<file path="config.mk">
export PLATFORM = sky130hd
export DESIGN_NAME = ssd_scan_ctrl
export DESIGN_NICKNAME = d
export VERILOG_FILES = /design/src/rtl/ssd_pkg.sv /design/src/rtl/hex7seg_dec.sv /design/src/rtl/ssd_scan_ctrl.sv
export SDC_FILE = /design/constraint.sdc
export NUM_CORES = 1
export LEC_CHECK = 0
export CAP_MARGIN = 20
export CORE_MARGIN = 2
export CORE_UTILIZATION = 50
export CTS_BUF_LIST = sky130_fd_sc_hd__clkbuf_4
export CTS_CLUSTER_DIAMETER = 60
export DETAILED_ROUTE_END_ITERATION = 16
export GPL_ROUTABILITY_DRIVEN = 0
export PLACE_DENSITY_LB_ADDON = 0.25
export REMOVE_ABC_BUFFERS = 1
export SKIP_LAST_GASP = 1
export SLEW_MARGIN = 20
export SYNTH_ARGS = -nofsm -noshare
export SYNTH_HDL_FRONTEND = slang
export SYNTH_SLANG_ARGS = --single-unit
</file>
<file path="constraint.sdc">
create_clock -name x1 -period 4.5 [get_ports x1]
set_input_delay 0.45 -clock x1 [delete_from_list [all_inputs] [get_ports x1]]
set_output_delay 0.45 -clock x1 [all_outputs]
set_load 0.005 [all_outputs]
</file>
<file path="src/rtl/ssd_pkg.sv">
// Shared types and constants for the seven-segment scan controller.
// Glyphs are active-low {g,f,e,d,c,b,a}; the decimal point is added by the decoder.
package ssd_pkg;

    typedef enum logic {
        GUARD = 1'b0,
        DRIVE = 1'b1
    } state_t;

    localparam logic [7:0] SSD_OFF = 8'hFF;
    localparam logic [3:0] AN_OFF  = 4'hF;

    // Entry n is the glyph for hex digit n (F first in the concatenation).
    localparam logic [15:0][6:0] GLYPH = {
        7'h0E, 7'h06, 7'h21, 7'h46, 7'h03, 7'h08, 7'h10, 7'h00,
        7'h78, 7'h02, 7'h12, 7'h19, 7'h30, 7'h24, 7'h79, 7'h40
    };

endpackage

</file>
<file path="src/rtl/hex7seg_dec.sv">
// Combinational hex nibble + decimal point to active-low {dp,g,f,e,d,c,b,a} segments.
module hex7seg_dec
    import ssd_pkg::*;
(
    input  logic [3:0] i_nibble,
    input  logic       i_dp,
    output logic [7:0] o_seg
);

    assign o_seg = {~i_dp, GLYPH[i_nibble]};

endmodule

</file>
<file path="src/rtl/ssd_scan_ctrl.sv">
// Four-digit seven-segment scan controller with guard gaps and frame-aligned loads.
// Optional SSD_DIM_EN adds a dim_level input that PWM-gates the anode during DRIVE.
module ssd_scan_ctrl
    import ssd_pkg::*;
#(
    parameter int CLK_DIV   = 50000,
    parameter int GUARD_CYC = 16
) (
    input  logic        x1,
    input  logic        reset,
    input  logic        load_valid,
    output logic        load_ready,
    input  logic [15:0] load_value,
    input  logic [3:0]  load_dp,
    input  logic [3:0]  blank,
`ifdef SSD_DIM_EN
    input  logic [3:0]  dim_level,
`endif
    output logic [3:0]  anodes,
    output logic [7:0]  SSD,
    output logic        frame_done
);

    localparam int MAXC = (CLK_DIV > GUARD_CYC) ? CLK_DIV : GUARD_CYC;
    localparam int CW   = $clog2(MAXC) + 1;
    localparam logic [CW-1:0] DRIVE_LAST = CW'(CLK_DIV - 1);
    localparam logic [CW-1:0] GUARD_LAST = CW'(GUARD_CYC - 1);

    state_t          r_state;
    logic [CW-1:0]   r_cnt;
    logic [1:0]      r_digit;
    logic [15:0]     r_disp;
    logic [15:0]     r_pend;
    logic [3:0]      r_dpDisp;
    logic [3:0]      r_dpPend;
    logic            r_pendFull;
    logic [3:0]      r_anodes;
    logic [7:0]      r_ssd;
    logic            r_ready;
    logic            r_frameDone;

    state_t          w_stNext;
    logic [CW-1:0]   w_cntNext;
    logic [1:0]      w_digitNext;
    logic            w_commit;
    logic            w_nextCommit;
    logic            w_xfer;
    logic            w_pendFullNext;
    logic [15:0]     w_dispNext;
    logic [3:0]      w_dpNext;
    logic [3:0]      w_nibble;
    logic            w_dp;
    logic [7:0]      w_seg;
    logic            w_anEn;

    // Next-state view; outputs are registered from it so they line up with the state they describe.
    always_comb begin
        w_stNext    = r_state;
        w_cntNext   = r_cnt + CW'(1);
        w_digitNext = r_digit;
        if (r_state == GUARD) begin
            if (r_cnt == GUARD_LAST) begin
                w_stNext  = DRIVE;
                w_cntNext = '0;
            end
        end else if (r_cnt == DRIVE_LAST) begin
            w_stNext    = GUARD;
            w_cntNext   = '0;
            w_digitNext = r_digit + 2'd1;
        end
    end

    assign w_commit       = (r_state == DRIVE) && (r_digit == 2'd3) && (r_cnt == DRIVE_LAST);
    assign w_nextCommit   = (w_stNext == DRIVE) && (w_digitNext == 2'd3) && (w_cntNext == DRIVE_LAST);
    assign w_xfer         = load_valid && r_ready;
    assign w_pendFullNext = w_xfer || (r_pendFull && !w_commit);
    assign w_dispNext     = (w_commit && r_pendFull) ? r_pend : r_disp;
    assign w_dpNext       = (w_commit && r_pendFull) ? r_dpPend : r_dpDisp;
    assign w_nibble       = w_dispNext[{w_digitNext, 2'b00} +: 4];
    assign w_dp           = w_dpNext[w_digitNext];

    hex7seg_dec u_dec (
        .i_nibble (w_nibble),
        .i_dp     (w_dp),
        .o_seg    (w_seg)
    );

`ifdef SSD_DIM_EN
    logic [3:0] r_pwm;
    logic [3:0] w_pwmNext;

    assign w_pwmNext = r_pwm + 4'd1;
    assign w_anEn    = (w_stNext == DRIVE) && !blank[w_digitNext] && (w_pwmNext <= dim_level);

    always_ff @(posedge x1) begin
        if (reset) r_pwm <= 4'd0;
        else       r_pwm <= w_pwmNext;
    end
`else
    assign w_anEn = (w_stNext == DRIVE) && !blank[w_digitNext];
`endif

    // Ready stays high through the commit cycle so a new load can land as the old one commits.
    always_ff @(posedge x1) begin
        if (reset) begin
            r_state     <= GUARD;
            r_cnt       <= '0;
            r_digit     <= 2'd0;
            r_disp      <= 16'h0000;
            r_pend      <= 16'h0000;
            r_dpDisp    <= 4'd0;
            r_dpPend    <= 4'd0;
            r_pendFull  <= 1'b0;
            r_anodes    <= AN_OFF;
            r_ssd       <= SSD_OFF;
            r_ready     <= 1'b1;
            r_frameDone <= 1'b0;
        end else begin
            r_state     <= w_stNext;
            r_cnt       <= w_cntNext;
            r_digit     <= w_digitNext;
            if (w_xfer) begin
                r_pend   <= load_value;
                r_dpPend <= load_dp;
            end
            r_pendFull  <= w_pendFullNext;
            r_disp      <= w_dispNext;
            r_dpDisp    <= w_dpNext;
            r_anodes    <= w_anEn ? ~(4'b0001 << w_digitNext) : AN_OFF;
            r_ssd       <= (w_stNext == DRIVE) ? w_seg : SSD_OFF;
            r_ready     <= !w_pendFullNext || w_nextCommit;
            r_frameDone <= w_nextCommit;
        end
    end

    assign anodes     = r_anodes;
    assign SSD        = r_ssd;
    assign load_ready = r_ready;
    assign frame_done = r_frameDone;

endmodule
</file>
==> results.tsv <==
metric	value	unit
result_of_the_run	finished, final reports clean	
power.ir.vdd_worst	0.158	mV
critPathKind	reg -> reg	
slew_viol_final	0	
core_ar	0.00714	mm2
layout_min_cycle_time	3850	ps
wl_met2	3.73	mm
final.setup.tns	0	ps
antennaDiodeCount	0	
cts_sinks	75	
grt.total_usage	0.220	
crit-reg2reg-capture	SSD[3]	
pwr_density_cell	279	mW/mm2
fmax	260	MHz
min_delay_path_depth	2	
drv_cap	0	
first_pass_grt_wire_length	13.5	mm
h-tree-depth	3	
cts.root.buffer_cell	clkbuf_4	
synth_top_cells_by_area	dfxtp_1 (41%), nand2_1 (9.2%), a21oi_1 (6.8%), nor2_1 (4.3%), mux2i_1 (4.1%)	
startpoint_type	flop	
mappedNetlistArea	0.00363	mm2
totalWireLength	8.16	mm
synth_cell_types	54	
antenna_violating_nets_post_route	0	
cts-resized-gates	0	
drcViolationCount	0	
crit_slowest_cell	nor3_1	
die-width	89.2	um
async_reset_ff_frac	0	
largest_net_degree_at_the_start_of_global_routing	39	
endpoint_kind	flop	
finalSetupViolations	0	
syn2layout_area_growth	15.5	%
synth_area_per_cell	8.00	um2
critPathBufInv	1	
yosys_warn_count	0	
hold_violations	0	
grt_antenna_before_repair	0	
detail_route.wirelength.met1	3.82	mm
worst_clock_skew	14.9	ps
post_cts.repair.setup_buffers	0	
number_of_drc_markers_after_the_initial_detailed_route_iteration	210	
slew_headroom	0.444	
worst_path_dominant_cell_family	simple AND/OR/NAND/NOR gates	
count_of_hold_fix_buffers_inserted_at_cts	0	
drt_pre_antenna_iters	4	
effective_utilization_at_floorplan	0.509	
detailed_place_hpwl	5.68	mm
clock_transition_at_the_register_clock_pins_on_the_worst_setup_and_hold_paths_after_cts	120	ps
setup.reg_to_reg.worst_slack	650	ps
final_min_period_over_clock_period	0.855	
number_of_global_route_vias_before_repair	2778	
crit_chain	nand2_1 -> or3_1 -> nor3_1 -> a22o_1 -> a21oi_1 -> o2bb2ai_1 -> inv_1 -> ha_1 -> nor2_1 -> a2111oi_0 -> a41oi_1	
min-delay-start	r_dpDisp[3]	
max-clock-path-buffers	2	
library_cell_occupying_the_most_area_in_the_post_synthesis_netlist	dfxtp_1	
rsz0062_at_grt	false	
vias	3218	
nNetsFinal	512	
fin_ws	651	ps
static-leakage-power	0.00152	uW
critPathRequiredTime	4790	ps
crit_path_max_incr_delay	750	ps
hold_end	r_dpDisp[3]	
kind_of_path_behind_the_tightest_hold_check	reg -> reg	
placement.setup.worst_slack	782	ps
die-area	0.00796	mm2
drt-vias-per-instance	5.53	
grt_overflow	0	
critical_path_fanouts_max	13	
route.top_layer_used	met4	
floorplan.rows	31	
detail_route.wl_per_cell	14.0	um
io_buffers	40	
critical_path_at	4140	ps
ys.flop_type	dfxtp_1	
final.hold.worst_slack	462	ps
post_synth_edffs	0	
floorplan.io_pins	41	
number_of_cells_produced_by_synthesis	454	
worst-r2r-cell-count	11	
wl_met3	429	um
synth_sequential_area_ratio	0.414	
insertion_delay	430	ps
number_of_standard_cells_in_the_layout_taps_in_and_fillers_out	582	
worst_max_slew_pin_slew	828	ps
reg2reg_from	r_cnt[6]	
postSynthRegisterBits	75	
placed_instances	566	
synth_top_cell_area_share	0.414	
post_route_cells_drive_above_1_share	0.0725	
clock_tree_from_tritoncts	done	
die_height	89.2	um
cts_buffers	9	
-- cell type report --
type,instances,area (um2)
fill,695,2950
clock inverter,3,38.8
timing repair buffer,42,415
tap,99,124
sequential,75,1500
clock buffer,13,97.6
multi-input combinational,339,1970
inverter,11,41.3
-- sequential cells by signal, indices dropped and copies added (netlist names) --
signal	count
r_dpPend	4
r_state	1
r_disp	16
r_cnt	17
frame_done	1
r_digit	2
anodes	4
r_pend	16
load_ready	1
r_dpDisp	4
r_pendFull	1
SSD	8
-- cell families (layout without fill, tap and decap cells) --
kind of cell / count (synthesis) / after routing / share of synthesized area
adders and majority gates: 7 / 7 / 0.0241
xor gates and xnor gates: 17 / 17 / 0.0410
and+or+nand+nor: 199 / 199 / 0.256
buffers and inverters: 40 / 69 / 0.0445
muxes: 22 / 22 / 0.0641
AOI/OAI and AO/OA: 94 / 94 / 0.157
DFF: 75 / 75 / 0.414
-- worst max-delay path by stage --
stage	startpoint	endpoint	cells past startpoint	slack, ps
after floorplan	r_cnt[5]	SSD[1]	8	660
after global placement	r_cnt[0]	SSD[3]	11	850
after detailed placement	r_cnt[0]	SSD[3]	11	780
after CTS	r_cnt[0]	SSD[3]	11	650
after global routing	r_cnt[0]	SSD[3]	11	390
final	r_cnt[6]	SSD[3]	11	650
-- layout by cell type (no fill, tap or decap), types with 2 or more instances in the layout --
master,netlist,layout
inv_1,9,9
o21ai_0,11,11
nor3b_1,3,3
xnor2_1,11,11
or4_4,2,2
nor2_1,42,42
nor4_1,11,11
a2bb2oi_1,2,2
dfxtp_1,75,75
nand4_1,6,6
a31oi_1,6,6
ha_1,7,7
clkdlybuf4s50_1,0,40
xor2_1,6,6
a21oi_1,49,49
or3_1,3,3
clkbuf_4,0,13
clkinv_1,1,2
nand3_1,13,13
or4_1,3,3
mux2i_1,15,15
a221oi_1,2,2
o31ai_1,2,2
a31o_2,2,2
nor2b_1,5,5
nand2_1,89,89
a211o_1,3,3
o21ai_1,2,2
nor3_1,10,10
mux2_2,6,6
buf_4,0,2
nand2b_1,2,2
a22o_1,3,3
and2_1,4,4
-- per-layer routing --
| layer | track usage | vias to the layer above |
|---|---|---|
| li1 | - | 1636 |
| met2 | 0.339 | 85 |
| met5 | 0 | - |
| met4 | 0.0950 | 0 |
| met3 | 0.0425 | 13 |
| met1 | 0.302 | 1484 |
-- through the flow --
step / utilization / total power [uW] / area, um2
6_report: 0.587 / 1170 / 4190
3_5_place_dp: 0.567 / 770 / 4050
3_3_place_gp: 0.567 / 768 / 4050
4_1_cts: 0.586 / 1180 / 4190
5_1_grt: 0.587 / 1220 / 4190
2_1_floorplan: - / 727 / 3510
-- worst register-to-register path: cells and delay by family, from the launching register on --
kind,cells,cell delay [ps]
AO/OA/AOI/OAI,5,1230
adder cells (fa/ha/maj),1,330
buffers and inverters,1,130
AND/OR/NAND/NOR,4,1500
flip-flops,1,510
-- synthesized netlist by cell type (2+ instances only) --
cell type and n:
a211o_1 3, a21oi_1 49, a221oi_1 2, a22o_1 3, a2bb2oi_1 2, a31o_2 2, a31oi_1 6, and2_1 4
buf_1 3, buf_2 3, clkbuf_1 22, dfxtp_1 75, ha_1 7, inv_1 9, mux2_2 6, mux2i_1 15
nand2_1 89, nand2b_1 2, nand3_1 13, nand4_1 6, nor2_1 42, nor2b_1 5, nor3_1 10, nor3b_1 3
nor4_1 11, o21ai_0 11, o21ai_1 2, o221ai_1 2, o31ai_1 2, or3_1 3, or4_1 3, or4_4 2
xnor2_1 11, xor2_1 6
-- power breakdown --
part	leakage (uW)	total, uW	internal, uW	switching (uW)
registers	0.000609	689	678	11.0
clock network	0.0000794	416	192	223
logic	0.000828	64.3	33.0	31.3
total	0.00152	1170	904	265
(Power assumes the default switching activity.)
